**config.mk**
```make
export PLATFORM = sky130hd
export DESIGN_NAME = mac_accum_ctrl
export DESIGN_NICKNAME = d
export VERILOG_FILES = /design/src/rtl/mac_accum_ctrl.sv
export SDC_FILE = /design/constraint.sdc
export NUM_CORES = 1
export LEC_CHECK = 0
export BUFFER_PORTS_ARGS = -buffer_cell sky130_fd_sc_hd__buf_2
export CAP_MARGIN = 10
export CELL_PAD_IN_SITES_DETAIL_PLACEMENT = 0
export CELL_PAD_IN_SITES_GLOBAL_PLACEMENT = 1
export CORE_UTILIZATION = 38
export CTS_CLUSTER_SIZE = 30
export DETAILED_ROUTE_END_ITERATION = 16
export GPL_TIMING_DRIVEN = 1
export HOLD_SLACK_MARGIN = 0.12
export PLACE_DENSITY_LB_ADDON = 0.05
export SLEW_MARGIN = 20
export SYNTH_ARGS = -nofsm -noshare
export SYNTH_HDL_FRONTEND = slang
export SYNTH_SLANG_ARGS = --single-unit
```
**constraint.sdc**
```tcl
create_clock -name clk -period 2 [get_ports clk]
set_input_delay 0.1 -clock clk [delete_from_list [all_inputs] [get_ports clk]]
set_output_delay 0.1 -clock clk [all_outputs]
set_load 0.03 [all_outputs]
```
**src/rtl/mac_accum_ctrl.sv**
```systemverilog
// mac_accum_ctrl
//   Sequences a dot-product run on an external DSP slice (P = a*b + c).
//   Operand sets are issued to the DSP under op_valid/op_ready. A valid
//   pipeline matching the DSP latency marks the edges where p_in holds a
//   product. That product is added into a saturating unsigned accumulator.
//   After len products have been summed, the result is presented with
//   out_valid until downstream takes it with out_ready.
//
// Ports
//   clk        rising-edge clock
//   reset      synchronous, active-low reset
//   start      one-cycle run request (honoured only in IDLE)
//   len        number of products per run, latched with an accepted start
//   op_valid   upstream offers an operand set to the DSP
//   op_ready   operand set accepted this cycle (RUN, issue count < len)
//   p_in       DSP output, unsigned
//   acc_out    accumulator value / final result
//   out_valid  result valid (state DONE)
//   out_ready  downstream consumes the result
//   busy       high in RUN or DONE
//   ovf        sticky saturation flag for the current or last run
//
// state | meaning
// ------+-----------------------------------------------------------
// IDLE  | waiting for start; acc_out/ovf hold the previous result
// RUN   | issuing operands and accumulating returning products
// DONE  | result valid, waiting for out_ready
module mac_accum_ctrl #(
  parameter int P_WIDTH     = 17,
  parameter int ACC_WIDTH   = 24,
  parameter int LEN_WIDTH   = 8,
  parameter int DSP_LATENCY = 3
) (
  input  logic                 clk,
  input  logic                 reset,
  input  logic                 start,
  input  logic [LEN_WIDTH-1:0] len,
  input  logic                 op_valid,
  output logic                 op_ready,
  input  logic [P_WIDTH-1:0]   p_in,
  output logic [ACC_WIDTH-1:0] acc_out,
  output logic                 out_valid,
  input  logic                 out_ready,
  output logic                 busy,
  output logic                 ovf
);

  typedef enum logic [1:0] {
    IDLE = 2'd0,
    RUN  = 2'd1,
    DONE = 2'd2
  } state_t;

  localparam logic [ACC_WIDTH-1:0] ACC_MAX = '1;

  state_t               state;
  logic [LEN_WIDTH-1:0] len_q;
  logic [LEN_WIDTH-1:0] issue_cnt;
  logic [LEN_WIDTH-1:0] recv_cnt;
  logic [DSP_LATENCY-1:0] vld_sr;
  logic [DSP_LATENCY-1:0] vld_nxt;
  logic [ACC_WIDTH-1:0] acc;
  logic                 ovf_q;

  logic                 accept;
  logic                 tap;
  logic [ACC_WIDTH:0]   sum;

  assign op_ready  = (state == RUN) && (issue_cnt < len_q);
  assign accept    = op_valid && op_ready;
  assign tap       = vld_sr[DSP_LATENCY-1];

  // One spare bit on top of the accumulator catches the carry for saturation.
  assign sum = {1'b0, acc} + {{(ACC_WIDTH + 1 - P_WIDTH){1'b0}}, p_in};

  // Shift written as a plain shift so a latency of 1 needs no special case.
  always_comb begin
    vld_nxt    = vld_sr << 1;
    vld_nxt[0] = accept;
  end

  assign acc_out   = acc;
  assign ovf       = ovf_q;
  assign out_valid = (state == DONE);
  assign busy      = (state != IDLE);

  always_ff @(posedge clk) begin
    if (!reset) begin
      state     <= IDLE;
      len_q     <= '0;
      issue_cnt <= '0;
      recv_cnt  <= '0;
      vld_sr    <= '0;
      acc       <= '0;
      ovf_q     <= 1'b0;
    end else begin
      vld_sr <= vld_nxt;
      case (state)
        IDLE: begin
          if (start) begin
            len_q     <= len;
            issue_cnt <= '0;
            recv_cnt  <= '0;
            acc       <= '0;
            ovf_q     <= 1'b0;
            vld_sr    <= '0;
            state     <= (len == '0) ? DONE : RUN;
          end
        end
        RUN: begin
          if (accept) begin
            issue_cnt <= issue_cnt + 1'b1;
          end
          // The tap is only honoured here, so stale pipeline bits never
          // disturb a result sitting in DONE or IDLE.
          if (tap) begin
            if (sum[ACC_WIDTH]) begin
              acc   <= ACC_MAX;
              ovf_q <= 1'b1;
            end else begin
              acc <= sum[ACC_WIDTH-1:0];
            end
            recv_cnt <= recv_cnt + 1'b1;
            if ((recv_cnt + 1'b1) == len_q) begin
              state <= DONE;
            end
          end
        end
        DONE: begin
          if (out_ready) begin
            state <= IDLE;
          end
        end
        default: state <= IDLE;
      endcase
    end
  end

endmodule

```
==> run summary <==
Vias in the first global route = 3983
Die footprint = 10600 um^2
Final Skew = 0.00932 ns
Post-synthesis sequential area ratio = 28.0%
Failing checks = negative setup slack
Yosys warns = 0
CORE AREA = 9820 um^2
Syn Area/Cell = 7.88 um^2
Crit end category = register
CTS Buf Count = 5
Synth async-reset ratio = 0%
Top-area cell type share of the netlist area = 28.0%
Worst EP required = 2.20 ns
Die Wd = 103 um
Leakage power = 2.26 nW
PwrDens = 548 nW/um^2
Via count = 4067
Remaining Overflow, GRT = 0
Area contributors post-synth = dfxtp_1 28%, ha_1 8.4%, a21oi_1 7.8%, nand2_1 5.7%, xnor2_1 4.5%
FF+latch count, synth = 54
H-tree levels = 2
Final Cycle Share = 107%
Rel. slew slack = 69.6%
Crit path max fanout = 3
Status = finished with violations
Most used DFF post-synth = dfxtp_1
Tot GR Track Use = 23.8%
Min setup slack post-route = -0.132 ns
Largest net degree at the start of global routing = 36
GPL Wtd Cong = 0.837
Area growth from synthesis to layout = 38.7%
Worst vdd ir = 493 uV
HPWL after DPL = 9000 um
I/O pin count = 58
CTS Sinks = 54
Hold Path Class = input port to register
# diodes = 0
Crit path kind = register to register
Max Root-Sink Buffers = 2
Achievable Freq = 469 MHz
TritonRoute pass-1 iters = 5
Final hold vios = 0
CTS tree = yes
Final WL = 12100 um
Number of cell rows = 36
Final min period = 2.13 ns
Netlist cell types = 74
Nets = 683
Max-Cap Viols = 0
Initial Util = 39.3%
Post-Syn Instances = 490
Clk slew on worst S/H paths = 0.11 ns
Final Setup Violations = 24
Die Y = 103 um
Fillers = 983
First-pass GRT wire length = 19600 um
Clk_lat worst skew = 0.31 ns
EDFF count, synth = 0
RSZ-0062 raised after global routing = true
Worst path arrival time = 2.33 ns
WL/cell = 16.0 um
CP Launch Type = register
Synthesized cell area = 3860 um^2
Antenna viol nets, final = 0
Share of cells above drive strength 1 = 37.2%
Reg2reg setup slack = -0.13 ns
Drt via density = 5.35
Largest area contributor in the synthesized netlist = dfxtp_1
Port Buffer Count = 57
Mapped Nets = 547
Total power draw = 2.94 mW
Worst-margin pin slew = 0.445 ns
Hold WS = 0.189 ns
Max-slew violation count = 0
Root buffer cell = clkbuf_8
Initial antenna violation count = 0
# DRC = 0
First DRT Iteration DRCs = 191
## synthesized netlist by cell type (all sizes together) (2+ instances only)
cell	n
nand2	62
o211ai	6
a211oi	14
nor3	12
a21oi	62
o21a	3
a21boi	4
or3b	2
nand3b	2
a221oi	2
nand2b	3
mux2i	4
dfxtp	54
and2	4
inv	17
nand4	9
nand4b	2
nor3b	2
a21o	12
ha	26
or3	5
buf	8
nand3	19
or2	6
nor2b	2
and3	7
a22oi	2
nor2	38
a211o	4
clkbuf	13
xnor2	20
nor4	8
o21ai	32
a2111oi	2
xor2	6
## stage by stage
step / area, um^2 / std cells / TNS (ns) / setup slack [ns] / util, %
2_1_floorplan: 4030 / 490 / -0.426 / -0.169 / -
3_3_place_gp: 4940 / 736 / -2.10 / -0.150 / 50.3
3_5_place_dp: 4940 / 736 / -3.29 / -0.196 / 50.3
4_1_cts: 5290 / 759 / -2.56 / -0.195 / 53.9
5_1_grt: 5360 / 760 / -4.70 / -0.257 / 54.5
6_report: 5360 / 760 / -1.35 / -0.132 / 54.5
## registers in the layout, summed over array words and instances, names as in the netlist
register   flops
vld_sr         3
ovf            1
state          2
len_q          8
acc_out       24
issue_cnt      8
recv_cnt       8
## logic make-up (layout without fill, tap and decap cells)
kind of cell / count (synthesis) / in the layout / synth area share (%)
xor+xnor: 26 / 26 / 5.90
compound gates: 155 / 155 / 25.9
flops: 54 / 54 / 28.0
simple gates: 186 / 186 / 25.6
mux: 4 / 4 / 1.04
fa+ha+maj: 27 / 27 / 8.94
buf+inv: 38 / 175 / 4.63
## repair_timing
item                                    CTS  global route
hold endpoints to repair                  8             1
hold buffers                              8             1
buffers inserted                          7             0
pin swaps                                22             4
resized for setup                        17            17
endpoints found under the setup margin   26            28
## layout make-up
type                       instances  area (um^2)  area share, %
multi-input combinational        398         2890           53.9
clock buffer                       6         72.6           1.35
sequential                        54         1110           20.7
timing repair buffer             150         1020           19.1
tap                              133          166           3.11
inverter                          17         63.8           1.19
clock inverter                     2         36.3          0.677
## worst max-delay path: stages, from the launching register on
cell and delay [ns]:
dfxtp_4 0.37, ha_4 0.16, fa_2 0.34, a211oi_2 0.25
o211ai_1 0.16, nand4b_2 0.17, a21oi_2 0.08, a41o_1 0.20
or3_1 0.29
## worst paths after layout
| check | startpoint | cells past startpoint | to |
|---|---|---|---|
| setup reg to reg | acc_out[0] | 8 | acc_out[21] |
| setup / recovery | acc_out[0] | 8 | acc_out[21] |
| hold / removal | p_in[0] | 4 | acc_out[0] |
| hold reg to reg | vld_sr[1] | 1 | vld_sr[2] |
## layout by cell type, fill, tap and decap left out, drive strengths merged, types with 7 or more instances in the layout
| master | n |
|---|---|
| o21ai | 32 |
| dlygate4sd3 | 9 |
| dfxtp | 54 |
| a21o | 12 |
| nor4 | 8 |
| a211oi | 14 |
| and3 | 7 |
| buf | 141 |
| nand3 | 19 |
| xnor2 | 20 |
| nand4 | 9 |
| nor3 | 12 |
| ha | 26 |
| a21oi | 62 |
| nand2 | 62 |
| inv | 18 |
| nor2 | 38 |
## report_power, final
group / total (mW) / internal (mW) / switching [mW]
registers: 1.18 / 1.13 / 0.0482
clock network: 0.781 / 0.377 / 0.404
logic: 0.976 / 0.398 / 0.578
## metal layers
layer	vias up	global-route usage, %	routed length, um
li1	2058	-	-
met1	1927	35.3	6190
met2	78	37.5	5470
met3	4	2.78	420
met4	0	4.01	63
met5	-	0	0
Note: power is estimated with default switching activity, not from simulation.
